[src/rtl/cordic_sequencer.sv]
// -----------------------------------------------------------------------------
// cordic_sequencer
//
// Controller in front of a single iterative CORDIC datapath. Two angle
// requesters are arbitrated round-robin; the winning angle is handed to the
// datapath with a one-cycle load strobe, followed by ITERATIONS enable strobes
// carrying the micro-rotation index. The final X/Y are captured and returned
// with the owning requester ID over a valid/ready response port. Only one job
// is in flight at a time.
//
// Handshake semantics (both request ports and the response port):
//   A transfer happens on a rising clock edge where valid and ready are both
//   high. A producer holding valid keeps its payload stable until the transfer.
//   reqN_ready is combinational and can only be high while idle; rsp_valid is
//   registered and, once high, holds with stable rsp_id/rsp_x/rsp_y until the
//   edge on which rsp_ready is sampled high.
//
// Ports:
//   clk, rst                  rising-edge clock, asynchronous active-high reset
//   req0_valid/angle/ready    requester 0 angle port
//   req1_valid/angle/ready    requester 1 angle port
//   dp_load, dp_angle         datapath load strobe and latched start angle
//   dp_en, dp_iter            datapath micro-rotation strobe and index
//   dp_x, dp_y                datapath results (sampled in the capture cycle)
//   rsp_valid/ready/id/x/y    result port
//   busy                      high whenever a job is in flight
//   dbg_state                 current FSM state, for checkers and debug
// -----------------------------------------------------------------------------
module cordic_sequencer #(
  parameter int ITERATIONS = 16,
  parameter int IDX_W      = 4,
  parameter int WIDTH      = 16
) (
  input  logic             clk,
  input  logic             rst,
  input  logic             req0_valid,
  input  logic [WIDTH-1:0] req0_angle,
  output logic             req0_ready,
  input  logic             req1_valid,
  input  logic [WIDTH-1:0] req1_angle,
  output logic             req1_ready,
  output logic             dp_load,
  output logic [WIDTH-1:0] dp_angle,
  output logic             dp_en,
  output logic [IDX_W-1:0] dp_iter,
  input  logic [WIDTH-1:0] dp_x,
  input  logic [WIDTH-1:0] dp_y,
  output logic             rsp_valid,
  input  logic             rsp_ready,
  output logic             rsp_id,
  output logic [WIDTH-1:0] rsp_x,
  output logic [WIDTH-1:0] rsp_y,
  output logic             busy,
  output logic [2:0]       dbg_state
);

  typedef enum logic [2:0] {
    S_IDLE = 3'd0,
    S_LOAD = 3'd1,
    S_ITER = 3'd2,
    S_CAPT = 3'd3,
    S_RESP = 3'd4
  } state_t;

  localparam logic [IDX_W-1:0] LAST_ITER = IDX_W'(ITERATIONS - 1);

  state_t state_q;
  state_t state_d;
  logic   last_grant_q;
  logic   grant_id;
  logic   accept;

  assign dbg_state = state_q;

  // Round-robin pick: a lone requester always wins; with both pending the
  // one that was not granted last time goes next.
  always_comb begin
    grant_id = 1'b0;
    if (req0_valid && req1_valid) begin
      grant_id = ~last_grant_q;
    end else if (req1_valid) begin
      grant_id = 1'b1;
    end
  end

  assign accept     = (state_q == S_IDLE) && (req0_valid || req1_valid);
  assign req0_ready = accept && req0_valid && !grant_id;
  assign req1_ready = accept && req1_valid &&  grant_id;

  // Next-state logic
  always_comb begin
    state_d = state_q;
    case (state_q)
      S_IDLE: if (accept) state_d = S_LOAD;
      S_LOAD: state_d = S_ITER;
      // The index register holds the rotation being performed this cycle,
      // so leaving on the last index never lets it wrap.
      S_ITER: if (dp_iter == LAST_ITER) state_d = S_CAPT;
      S_CAPT: state_d = S_RESP;
      S_RESP: if (rsp_ready) state_d = S_IDLE;
      default: state_d = S_IDLE;
    endcase
  end

  // State register plus registered outputs. Strobes are decoded from the
  // next state so they line up with the state they belong to while still
  // coming straight out of flops; reset therefore drops them immediately.
  always_ff @(posedge clk or posedge rst) begin
    if (rst) begin
      state_q      <= S_IDLE;
      last_grant_q <= 1'b1;
      dp_load      <= 1'b0;
      dp_en        <= 1'b0;
      dp_iter      <= '0;
      dp_angle     <= '0;
      rsp_valid    <= 1'b0;
      rsp_id       <= 1'b0;
      rsp_x        <= '0;
      rsp_y        <= '0;
      busy         <= 1'b0;
    end else begin
      state_q   <= state_d;
      dp_load   <= (state_d == S_LOAD);
      dp_en     <= (state_d == S_ITER);
      rsp_valid <= (state_d == S_RESP);
      busy      <= (state_d != S_IDLE);

      // Index counts only across consecutive ITER cycles, zero elsewhere.
      if ((state_q == S_ITER) && (state_d == S_ITER)) begin
        dp_iter <= dp_iter + IDX_W'(1);
      end else begin
        dp_iter <= '0;
      end

      if (accept) begin
        dp_angle     <= grant_id ? req1_angle : req0_angle;
        rsp_id       <= grant_id;
        last_grant_q <= grant_id;
      end

      // Datapath outputs are final one cycle after the last rotation.
      if (state_q == S_CAPT) begin
        rsp_x <= dp_x;
        rsp_y <= dp_y;
      end
    end
  end

endmodule

[config.mk]
export PLATFORM = sky130hd
export DESIGN_NAME = cordic_sequencer
export DESIGN_NICKNAME = d
export VERILOG_FILES = /design/src/rtl/cordic_sequencer.sv
export SDC_FILE = /design/constraint.sdc
export NUM_CORES = 1
export LEC_CHECK = 0
export ABC_AREA = 0
export CORE_MARGIN = 10
export CORE_UTILIZATION = 30
export DETAILED_ROUTE_END_ITERATION = 12
export HOLD_SLACK_MARGIN = 0.12
export MAX_ROUTING_LAYER = met4
export PLACE_DENSITY = 0.78
export SLEW_MARGIN = 40
export SYNTH_ARGS = -nofsm -noshare
export SYNTH_HDL_FRONTEND = slang
export SYNTH_SLANG_ARGS = --single-unit
[constraint.sdc]
create_clock -name clk -period 1.8 [get_ports clk]
set_input_delay 0.27 -clock clk [delete_from_list [all_inputs] [get_ports clk]]
set_output_delay 0.27 -clock clk [all_outputs]
set_load 0.03 [all_outputs]
==> results by group, run 1 <==
Global routing
  • Initial antenna violation count: 0
  • Gr busiest metal: met2
  • M3 GR Usage: 4.65%
  • Grt met2 use: 21.1%
  • Largest net degree at the start of global routing: 62
  • Remaining global-route overflow: 0
  • First-pass GRT wire length: 11800 um
  • All-Layer GR Usage: 12.2%
  • Vias in the first global route: 2275
  • GR Util met1: 11.9%

Timing
  • Minimum clock period: 1690 ps
  • Final period util: 93.6%
  • Worst Tran Pin Value: 367 ps
  • Slew Viols, Final: 0
  • Relative slew margins: 75.4%
  • RSZ-0062 raised after global routing: no
  • Final setup fails: 0
  • Fin Setup TNS: 0 ps
  • Max Fclk: 593 MHz
  • Setup Skew: 6.59 ps
  • Final-report hold violation count: 0

Placed design
  • Buffers added on ports: 130
  • Placed cell area: 3970 um2
  • Inst Count DP: 436
  • HPWL after DPL: 5810 um
  • Final Wtd Congestion: 0.781

Synthesis
  • EDFF count, synth: 0
  • Top FF cell, synth: dfrtp_1
  • Count leader, synth: dfrtp_1
  • Yosys reg bits: 61
  • Yosys top cell area share: 60.2%
  • Synth cell types: 25
  • Async set-reset flop share out of synthesis: 100%
  • Synth warn: 0
  • Area contributors post-synth: dfrtp_1 60%, mux2_2 14%, inv_1 7.5%
  • Yosys top cell by area: dfrtp_1
  • Post-Syn Nets: 270
  • Top post-synthesis cells by count: 60 x dfrtp_1, 50 x inv_1, 32 x mux2_2
  • Syn avg cell area: 12.5 um2
  • Part of the Yosys area used for sequential elements: 61.3%
  • Synth Cell Area: 2490 um2
  • Post-Syn Instances: 200

Detailed routing
  • Total detailed-routing wirelength: 7550 um
  • Drt drc: 0
  • Vias/cell: 4.58
  • Via count: 2070
  • Wire per inst: 16.7 um
  • Antenna Nets Post-Route: 0
  • TritonRoute pass-1 iters: 8
  • Initial detailed-routing violation count: 98

Floorplanning
  • Initial core utilization: 30.7%
  • Core area: 8130 um2
  • Die span in y: 111 um
  • Die Wd: 111 um
  • # rows: 33
  • IO Pins: 131
  • Die area: 12400 um2

Clock network
  • Reg clk slew, reported paths: 70 ps
  • CTS Hold Buffers Added: 0
  • Num Clock Sinks: 61
  • Root buf cell: clkbuf_8
  • CTS Buf Count: 9
  • Setup Fix Bufs, Post-CTS: 0
  • H-tree lvl count: 3
  • CTS tree: yes
  • Max clock buf depth: 2
  • Worst skew pair latency: 340 ps

Critical path
  • Critical path's slowest cell: clkdlybuf4s50_1
  • Kind of critical path: reg -> out
  • WP data required: 1530 ps
  • CP delay by family, top: buffers and inverters
  • Arr. time, crit path: 1420 ps
  • FF-to-FF path depth: 4
  • Worst reg-to-reg setup slack: 370 ps
  • Crit end category: output port
  • Worst path bufs/invs: 1
  • Max FO, Critical Path: 4
  • CP Launch Type: flop
  • RR Endpoint: dp_angle[6]
  • CP Cell Sequence: clkdlybuf4s50_1
  • Worst r2r src: dbg_state[0]
  • Critical path's largest stage delay: 690 ps

Pwr
  • Static leakage: 2.00 nW
  • Worst ir drop on vdd: 0.746 mV
  • Cell Pwr Density: 1900 nW/um2

Final layout
  • Fin area: 4170 um2
  • Post-layout util: 51.3%
  • Fillers: 744
  • Antenna diode instance count: 0
  • Nets: 412
  • P&R area growth vs syn: 67.2%
  • Share of cells above drive strength 1: 18.4%
  • Final std cells w/o fill: 452

Job
  • Max Cap Viol: 0

Status
  • Status: complete, no violations

Hold path
  • Tightest Hold Check Type: in -> async
[layer usage]
layer  vias up  share of wire, %
met3        11               7.5
met4         0               1.9
met5         -                 0
met2        91                53
met1      1015                38
li1        953                 -
[what timing repair did]
item / in CTS / in global routing
cloned: 0 / 0
resized for setup: 4 / 4
hold endpoints to repair: 0 / 0
endpoints found under the setup margin: 4 / 4
[where the power goes]
part	switching [mW]	internal, mW	total, mW
Clock	0.532	0.668	1.20
Sequential	0.340	2.04	2.38
Combinational	2.35	1.97	4.32
[sequential cells by signal, summed over array words and instances, names as in the netlist]
register / cells
busy: 1
dbg_state: 3
dp_angle: 16
dp_en: 1
dp_iter: 4
dp_load: 1
last_grant_q: 1
rsp_id: 1
rsp_valid: 1
rsp_x: 16
rsp_y: 16
[through the flow]
stage	hold slack, ps	total power, mW	setup WS, ps
final	317	7.90	115
after CTS	323	8.00	26.1
after detailed placement	472	6.79	19.8
after floorplan	407	4.84	18.6
after global placement	468	6.66	142
after global routing	347	8.37	17.9
[worst register-to-register path: stages (launching register included)]
cell	delay, ps
dfrtp_1	410
nor3_4	250
o21ai_1	90
buf_4	220
a222oi_1	340
[area by class of cell]
class                      count  area, um2  area share [%]
inverter                      50        188            4.50
clock inverter                 5       50.0            1.20
sequential                    61       1530            36.6
clock buffer                  11        141            3.39
timing repair buffer         140       1400            33.5
multi-input combinational     80        734            17.6
tap                          105        131            3.15
[cells by family after synthesis]
group / count (synthesis) / share of synthesized area, %
AND/OR/NAND/NOR: 20 / 4.67
XOR/XNOR: 1 / 0.351
multiplexers: 32 / 14.5
flip-flops: 61 / 61.3
adder cells (fa/ha/maj): 1 / 0.502
buffers and inverters: 59 / 9.73
AO/OA/AOI/OAI: 26 / 9.03
[how the worst max path moves through the flow]
stage                       from      endpoint  cells after the start
floorplan                    rst          busy                      1
global placement      req1_valid   dp_angle[8]                      5
detailed placement    req1_valid  dp_angle[14]                      5
CTS                 dbg_state[0]    req0_ready                      3
global route        dbg_state[0]    req0_ready                      3
finish                dp_iter[1]    dp_iter[1]                      1
[layout by cell type (no fill, tap or decap), types with 2 or more instances in the layout]
master             n
clkdlybuf4s50_1  123
dfrtp_1           60
inv_1             49
mux2_2            32
a222oi_1          16
clkbuf_8          10
buf_4             10
nand2b_1           4
nand2_1            4
clkinv_2           4
nor2_1             3
a21o_1             3
dlygate4sd2_1      3
and3_1             2
nand3b_1           2
a21oi_1            2
dlymetal6s2s_1     2
buf_12             2
Note: power is estimated with default switching activity, not from simulation.
==> run 2, diff against run 1 <==
--- a/config.mk
+++ b/config.mk
@@ -7,11 +7,11 @@
 export LEC_CHECK = 0
 export ABC_AREA = 0
 export CORE_MARGIN = 10
-export CORE_UTILIZATION = 30
+export CORE_UTILIZATION = 35
 export DETAILED_ROUTE_END_ITERATION = 12
 export HOLD_SLACK_MARGIN = 0.12
 export MAX_ROUTING_LAYER = met4
-export PLACE_DENSITY = 0.78
+export PLACE_DENSITY = 0.74
 export SLEW_MARGIN = 40
 export SYNTH_ARGS = -nofsm -noshare
 export SYNTH_HDL_FRONTEND = slang
==> results by group, run 2 (same netlist as run 1, synthesis figures left out) <==
Clock network
  • CTS Hold Buffers Added: 0 (unchanged)
  • CTS Buf Count: 9 (unchanged)
  • Num Clock Sinks: 61 (unchanged)
  • Reg clk slew, reported paths: 70 ps (about the same)
  • H-tree lvl count: 3 (unchanged)
  • CTS tree: yes
  • Worst skew pair latency: 320 ps (-20 ps)
  • Root buf cell: clkbuf_8
  • Max clock buf depth: 2 (unchanged)
  • Setup Fix Bufs, Post-CTS: 0 (unchanged)

Critical path
  • Max FO, Critical Path: 3 (-1)
  • CP Launch Type: flop
  • Critical path's largest stage delay: 730 ps (+40 ps)
  • WP data required: 1530 ps (about the same)
  • CP delay by family, top: buffers and inverters
  • CP Cell Sequence: clkdlybuf4s50_1
  • Crit end category: output port
  • Arr. time, crit path: 1470 ps (+50 ps)
  • Worst path bufs/invs: 1 (unchanged)
  • Kind of critical path: reg -> out
  • Critical path's slowest cell: clkdlybuf4s50_1

Timing
  • Minimum clock period: 1740 ps (+55.5 ps)
  • Final setup fails: 0 (unchanged)
  • Fin Setup TNS: 0 ps (unchanged)
  • Setup Skew: 5.70 ps (-0.890 ps)
  • Worst Tran Pin Value: 414 ps (+46.9 ps)
  • Worst hold-check slack: 345 ps (+28.3 ps)
  • Slew Viols, Final: 0 (unchanged)
  • Final period util: 96.7% (+3.1 points)
  • RSZ-0062 raised after global routing: no
  • Worst setup margin: 59.3 ps (-55.5 ps)
  • Max Fclk: 574 MHz (-3.2%)
  • Final-report hold violation count: 0 (unchanged)
  • Relative slew margins: 72.4% (-3.1 points)

Global routing
  • Remaining global-route overflow: 0 (unchanged)
  • First-pass GRT wire length: 11200 um (-5.6%)
  • Initial antenna violation count: 0 (unchanged)
  • Largest net degree at the start of global routing: 35 (-44%)
  • Vias in the first global route: 2156 (-5.2%)
  • All-Layer GR Usage: 13.1% (+0.90 points)

Floorplanning
  • Die span in y: 104 um (-6.1%)
  • Die Wd: 104 um (-6.1%)
  • Initial core utilization: 36.3% (+5.6 points)
  • Core area: 6870 um2 (-16%)
  • IO Pins: 131 (unchanged)
  • Die area: 10900 um2 (-12%)
  • # rows: 30 (-9.1%)

Pwr
  • Worst ir drop on vdd: 0.999 mV (+34%)
  • Cell Pwr Density: 1890 nW/um2 (-0.31%)
  • Static leakage: 1.95 nW (-2.3%)

Final layout
  • Antenna diode instance count: 0 (unchanged)
  • P&R area growth vs syn: 66.2%
  • Top flop regs: dp_angle (16), rsp_x (16), rsp_y (16)
  • Fillers: 595 (-20%)
  • Most common cell after layout, fill and taps aside: clkdlybuf4s50_1
  • Share of cells above drive strength 1: 19.0% (+0.58 points)
  • Commonest cells after routing, fill and taps aside: 126 x clkdlybuf4s50_1, 58 x dfrtp_1, 49 x inv_1
  • Nets: 412 (unchanged)

Detailed routing
  • WL met2: 3420 um (-14%)
  • Wire per inst: 16.1 um (-3.8%)
  • Antenna Nets Post-Route: 0 (unchanged)
  • TritonRoute pass-1 iters: 4 (-4)
  • Metal-1 WL: 3040 um (+6.0%)
  • Max Used Layer: met4
  • Drt drc: 0 (unchanged)
  • Via count: 2036 (-1.6%)
  • Total detailed-routing wirelength: 7120 um (-5.7%)
  • WL met3: 601 um (+6.2%)
  • Vias/cell: 4.60 (+0.36%)
  • Initial detailed-routing violation count: 97 (-1.0%)

Hold path
  • Tightest Hold Check Type: in -> async

Status
  • Status: complete, no violations

Placed design
  • HPWL after DPL: 5560 um (-4.3%)
  • Buffers added on ports: 130 (unchanged)
  • Final Wtd Congestion: 0.799 (+2.3%)
  • DP Worst Slack: 94.6 ps (+74.8 ps)

Job
  • Max Cap Viol: 0 (unchanged)
run 2: changes by cell type in the layout (fill, tap and decap cells not counted), moves of 2 or more:
cell	change
clkdlybuf4s50_1	+3
dfrtp_2	+2
dlymetal6s2s_1	-2
dfrtp_1	-2
run 2: what timing repair did:
| action | in CTS | in global routing |
|---|---|---|
| endpoints found under the hold margin | 0 | 0 |
| endpoints found under the setup margin | 3 | 1 |
| resized for setup | 4 | 2 |
run 2: power by group:
| part | internal, mW | switching (mW) | total [mW] | leakage (nW) |
|---|---|---|---|---|
| Clock | 0.668 | 0.504 | 1.17 | 0.103 |
| Sequential | 2.05 | 0.364 | 2.41 | 0.710 |
| Combinational | 1.96 | 2.29 | 4.25 | 1.14 |
run 2: final timing paths:
path                       slack, ps           end          from  cells past startpoint
max                               60  dbg_state[2]  dbg_state[2]                      1
min                              350      rsp_x[3]           rst                      3
max reg2reg                      340      rsp_x[6]  dbg_state[2]                      4
min reg2reg                      500        rsp_id        rsp_id                      1
max in group asynchronous       1110  last_grant_q           rst                      3
min in group clk                 500        rsp_id        rsp_id                      1
run 2: layout make-up:
| class | count | area [um2] | share of cell area, % |
|---|---|---|---|
| Clock buffer | 11 | 141 | 3.41 |
| Multi-Input combinational cell | 80 | 734 | 17.7 |
| Timing Repair Buffer | 140 | 1380 | 33.3 |
| Clock inverter | 5 | 50.0 | 1.21 |
| Sequential cell | 61 | 1530 | 36.9 |
| Tap cell | 96 | 120 | 2.90 |
| Inverter | 50 | 188 | 4.53 |
run 2: per-stage QoR:
stage	utilization [%]	instance area [um2]	power, mW	cells
6_report	60.3	4150	7.83	443
4_1_cts	60.3	4140	7.95	443
5_1_grt	60.3	4150	8.28	443
3_5_place_dp	57.4	3940	6.73	427
3_3_place_gp	57.4	3940	6.64	427
2_1_floorplan	-	2490	4.84	200
run 2: per-layer routing:
layer	up-vias	track usage, %
met5	-	-
met3	6	4.83
li1	959	-
met1	984	15.4
met4	0	4.77
met2	87	20.0
==> run 3, diff against run 2 <==
--- a/config.mk
+++ b/config.mk
@@ -7,11 +7,12 @@
 export LEC_CHECK = 0
 export ABC_AREA = 0
 export CORE_MARGIN = 10
-export CORE_UTILIZATION = 35
+export CORE_UTILIZATION = 50
 export DETAILED_ROUTE_END_ITERATION = 12
+export DONT_BUFFER_PORTS = 1
 export HOLD_SLACK_MARGIN = 0.12
 export MAX_ROUTING_LAYER = met4
-export PLACE_DENSITY = 0.74
+export PLACE_DENSITY = 0.67
 export SLEW_MARGIN = 40
 export SYNTH_ARGS = -nofsm -noshare
 export SYNTH_HDL_FRONTEND = slang
==> results by group, run 3 (same netlist as run 1, synthesis figures left out) <==
Final layout
  • Top flop regs: dp_angle (16), rsp_x (16), rsp_y (16)
  • Nets: 345 (-16%)
  • Commonest cells after routing, fill and taps aside: 65 x dlygate4sd3_1, 60 x dfrtp_1, 49 x inv_1
  • Post-layout util: 72.2% (+12 points)
  • Antenna diode instance count: 0 (unchanged)
  • Multi-input gate area: 723 um2 (-1.5%)
  • Fillers: 317 (-47%)
  • Share of cells above drive strength 1: 20.5% (+1.5 points)
  • Fin area: 3460 um2 (-17%)
  • P&R area growth vs syn: 38.6%
  • Most common cell after layout, fill and taps aside: dlygate4sd3_1
  • Register Area: 1530 um2 (-0.16%)

Clock network
  • Reg clk slew, reported paths: 60 ps (about the same)
  • Num Clock Sinks: 61 (unchanged)
  • CTS Buf Count: 9 (unchanged)
  • Max clock buf depth: 2 (unchanged)
  • H-tree lvl count: 3 (unchanged)
  • CTS tree: yes
  • Root buf cell: clkbuf_8
  • Worst skew pair latency: 320 ps (about the same)

Hold path
  • Hold Path Sink: last_grant_q
  • Hold path depth: 2
  • HP Start: req1_valid
  • Tightest Hold Check Type: in -> reg

Critical path
  • Worst reg-to-reg setup slack: 310 ps (-30 ps)
  • FF-to-FF path depth: 4 (unchanged)
  • WP data required: 1530 ps (about the same)
  • CP Launch Type: flop
  • Worst r2r src: dbg_state[0]
  • Max FO, Critical Path: 19 (+16)
  • Kind of critical path: reg -> out
  • Crit end category: output port
  • RR Endpoint: dp_angle[6]
  • Arr. time, crit path: 1480 ps (about the same)

Detailed routing
  • Total detailed-routing wirelength: 7190 um (+1.1%)
  • Initial detailed-routing violation count: 117 (+21%)
  • Drt drc: 0 (unchanged)
  • Vias/cell: 5.30 (+15%)
  • Wire per inst: 20.8 um (+30%)
  • Antenna Nets Post-Route: 0 (unchanged)
  • TritonRoute pass-1 iters: 7 (+3)
  • Via count: 1829 (-10%)

Timing
  • RSZ-0062 raised after global routing: no
  • Slew Viols, Final: 0 (unchanged)
  • Minimum clock period: 1750 ps (+10.3 ps)
  • Max Fclk: 571 MHz (-0.59%)
  • Worst hold-check slack: 181 ps (-164 ps)
  • Setup Skew: 6.69 ps (+0.998 ps)
  • Final period util: 97.3% (+0.57 points)
  • Final-report hold violation count: 0 (unchanged)
  • Relative slew margins: 57.1% (-15 points)
  • Worst Tran Pin Value: 642 ps (+228 ps)
  • Fin Setup TNS: 0 ps (unchanged)
  • Final setup fails: 0 (unchanged)

Placed design
  • Placed cell area: 2610 um2 (-34%)
  • HPWL after DPL: 4870 um (-12%)
  • Buffers added on ports: 0 (-100%)
  • Final Wtd Congestion: 0.793 (-0.74%)

Global routing
  • Remaining global-route overflow: 0 (unchanged)
  • First-pass GRT wire length: 11400 um (+1.7%)
  • Initial antenna violation count: 0 (unchanged)
  • Largest net degree at the start of global routing: 35 (unchanged)
  • Vias in the first global route: 2021 (-6.3%)
  • All-Layer GR Usage: 18.1% (+5.0 points)

Floorplanning
  • Die area: 8210 um2 (-25%)
  • Core area: 4790 um2 (-30%)
  • Die Wd: 90.6 um (-13%)
  • # rows: 25 (-17%)
  • Initial core utilization: 52.1% (+16 points)
  • IO Pins: 131 (unchanged)
  • Die span in y: 90.6 um (-13%)

Pwr
  • Cell Pwr Density: 1920 nW/um2 (+1.6%)
  • Worst ir drop on vdd: 1.06 mV (+6.3%)
  • Static leakage: 1.70 nW (-13%)

Job
  • Max Cap Viol: 0 (unchanged)

Status
  • Status: complete, no violations
-- run 3: area by class of cell --
cell class	count	share of cell area (%)
inverters	50	5.43
clock inverters	1	0.869
clock buffers	13	4.89
multi-input cells	80	20.9
well taps	67	2.42
repair buffers	73	21.3
flip-flops and latches	61	44.2
-- run 3: what timing repair did --
action | CTS | global route
hold endpoints to repair | 76 | 1
hold buffers | 64 | 1
gates resized for setup | 0 | 0
buffers inserted | 0 | 0
-- run 3: through the flow --
stage	power, mW	setup slack [ps]	instances
detailed placement	5.36	329	266
global route	7.02	9.24	345
global placement	5.22	417	266
finish	6.64	49.0	345
CTS	6.68	48.0	344
floorplan	4.84	18.6	200
-- run 3: worst max-delay path: stages, from the launching register on --
cell and delay [ps]:
dfrtp_1 410, nor3_2 270, and3_1 200, buf_4 280
-- run 3: per-layer routing --
| metal | vias up | routed length [um] | GRT usage (%) | share of wire (%) |
|---|---|---|---|---|
| met5 | - | 0 | - | 0 |
| met4 | 0 | 95 | 6.90 | 1.3 |
| met3 | 10 | 658 | 7.32 | 9.1 |
| met2 | 87 | 4050 | 33.1 | 56 |
| met1 | 906 | 2390 | 16.2 | 33 |
| li1 | 826 | - | - | - |
-- run 3: how the worst max path moves through the flow --
stage            startpoint            to  slack (ps)  cells past startpoint
6_report       dbg_state[0]    req1_ready          50                      3
4_1_cts        dbg_state[0]    req1_ready          50                      3
5_1_grt        dbg_state[0]    req1_ready           9                      3
2_1_floorplan           rst          busy          20                      1
3_5_place_dp   last_grant_q  dp_angle[13]         330                      4
3_3_place_gp   dbg_state[1]     rsp_y[12]         420                      4
-- run 3: power by group --
| group | internal (mW) | switching (mW) |
|---|---|---|
| Clock | 0.739 | 0.466 |
| Combinational | 0.864 | 0.780 |
| Sequential | 2.03 | 1.76 |
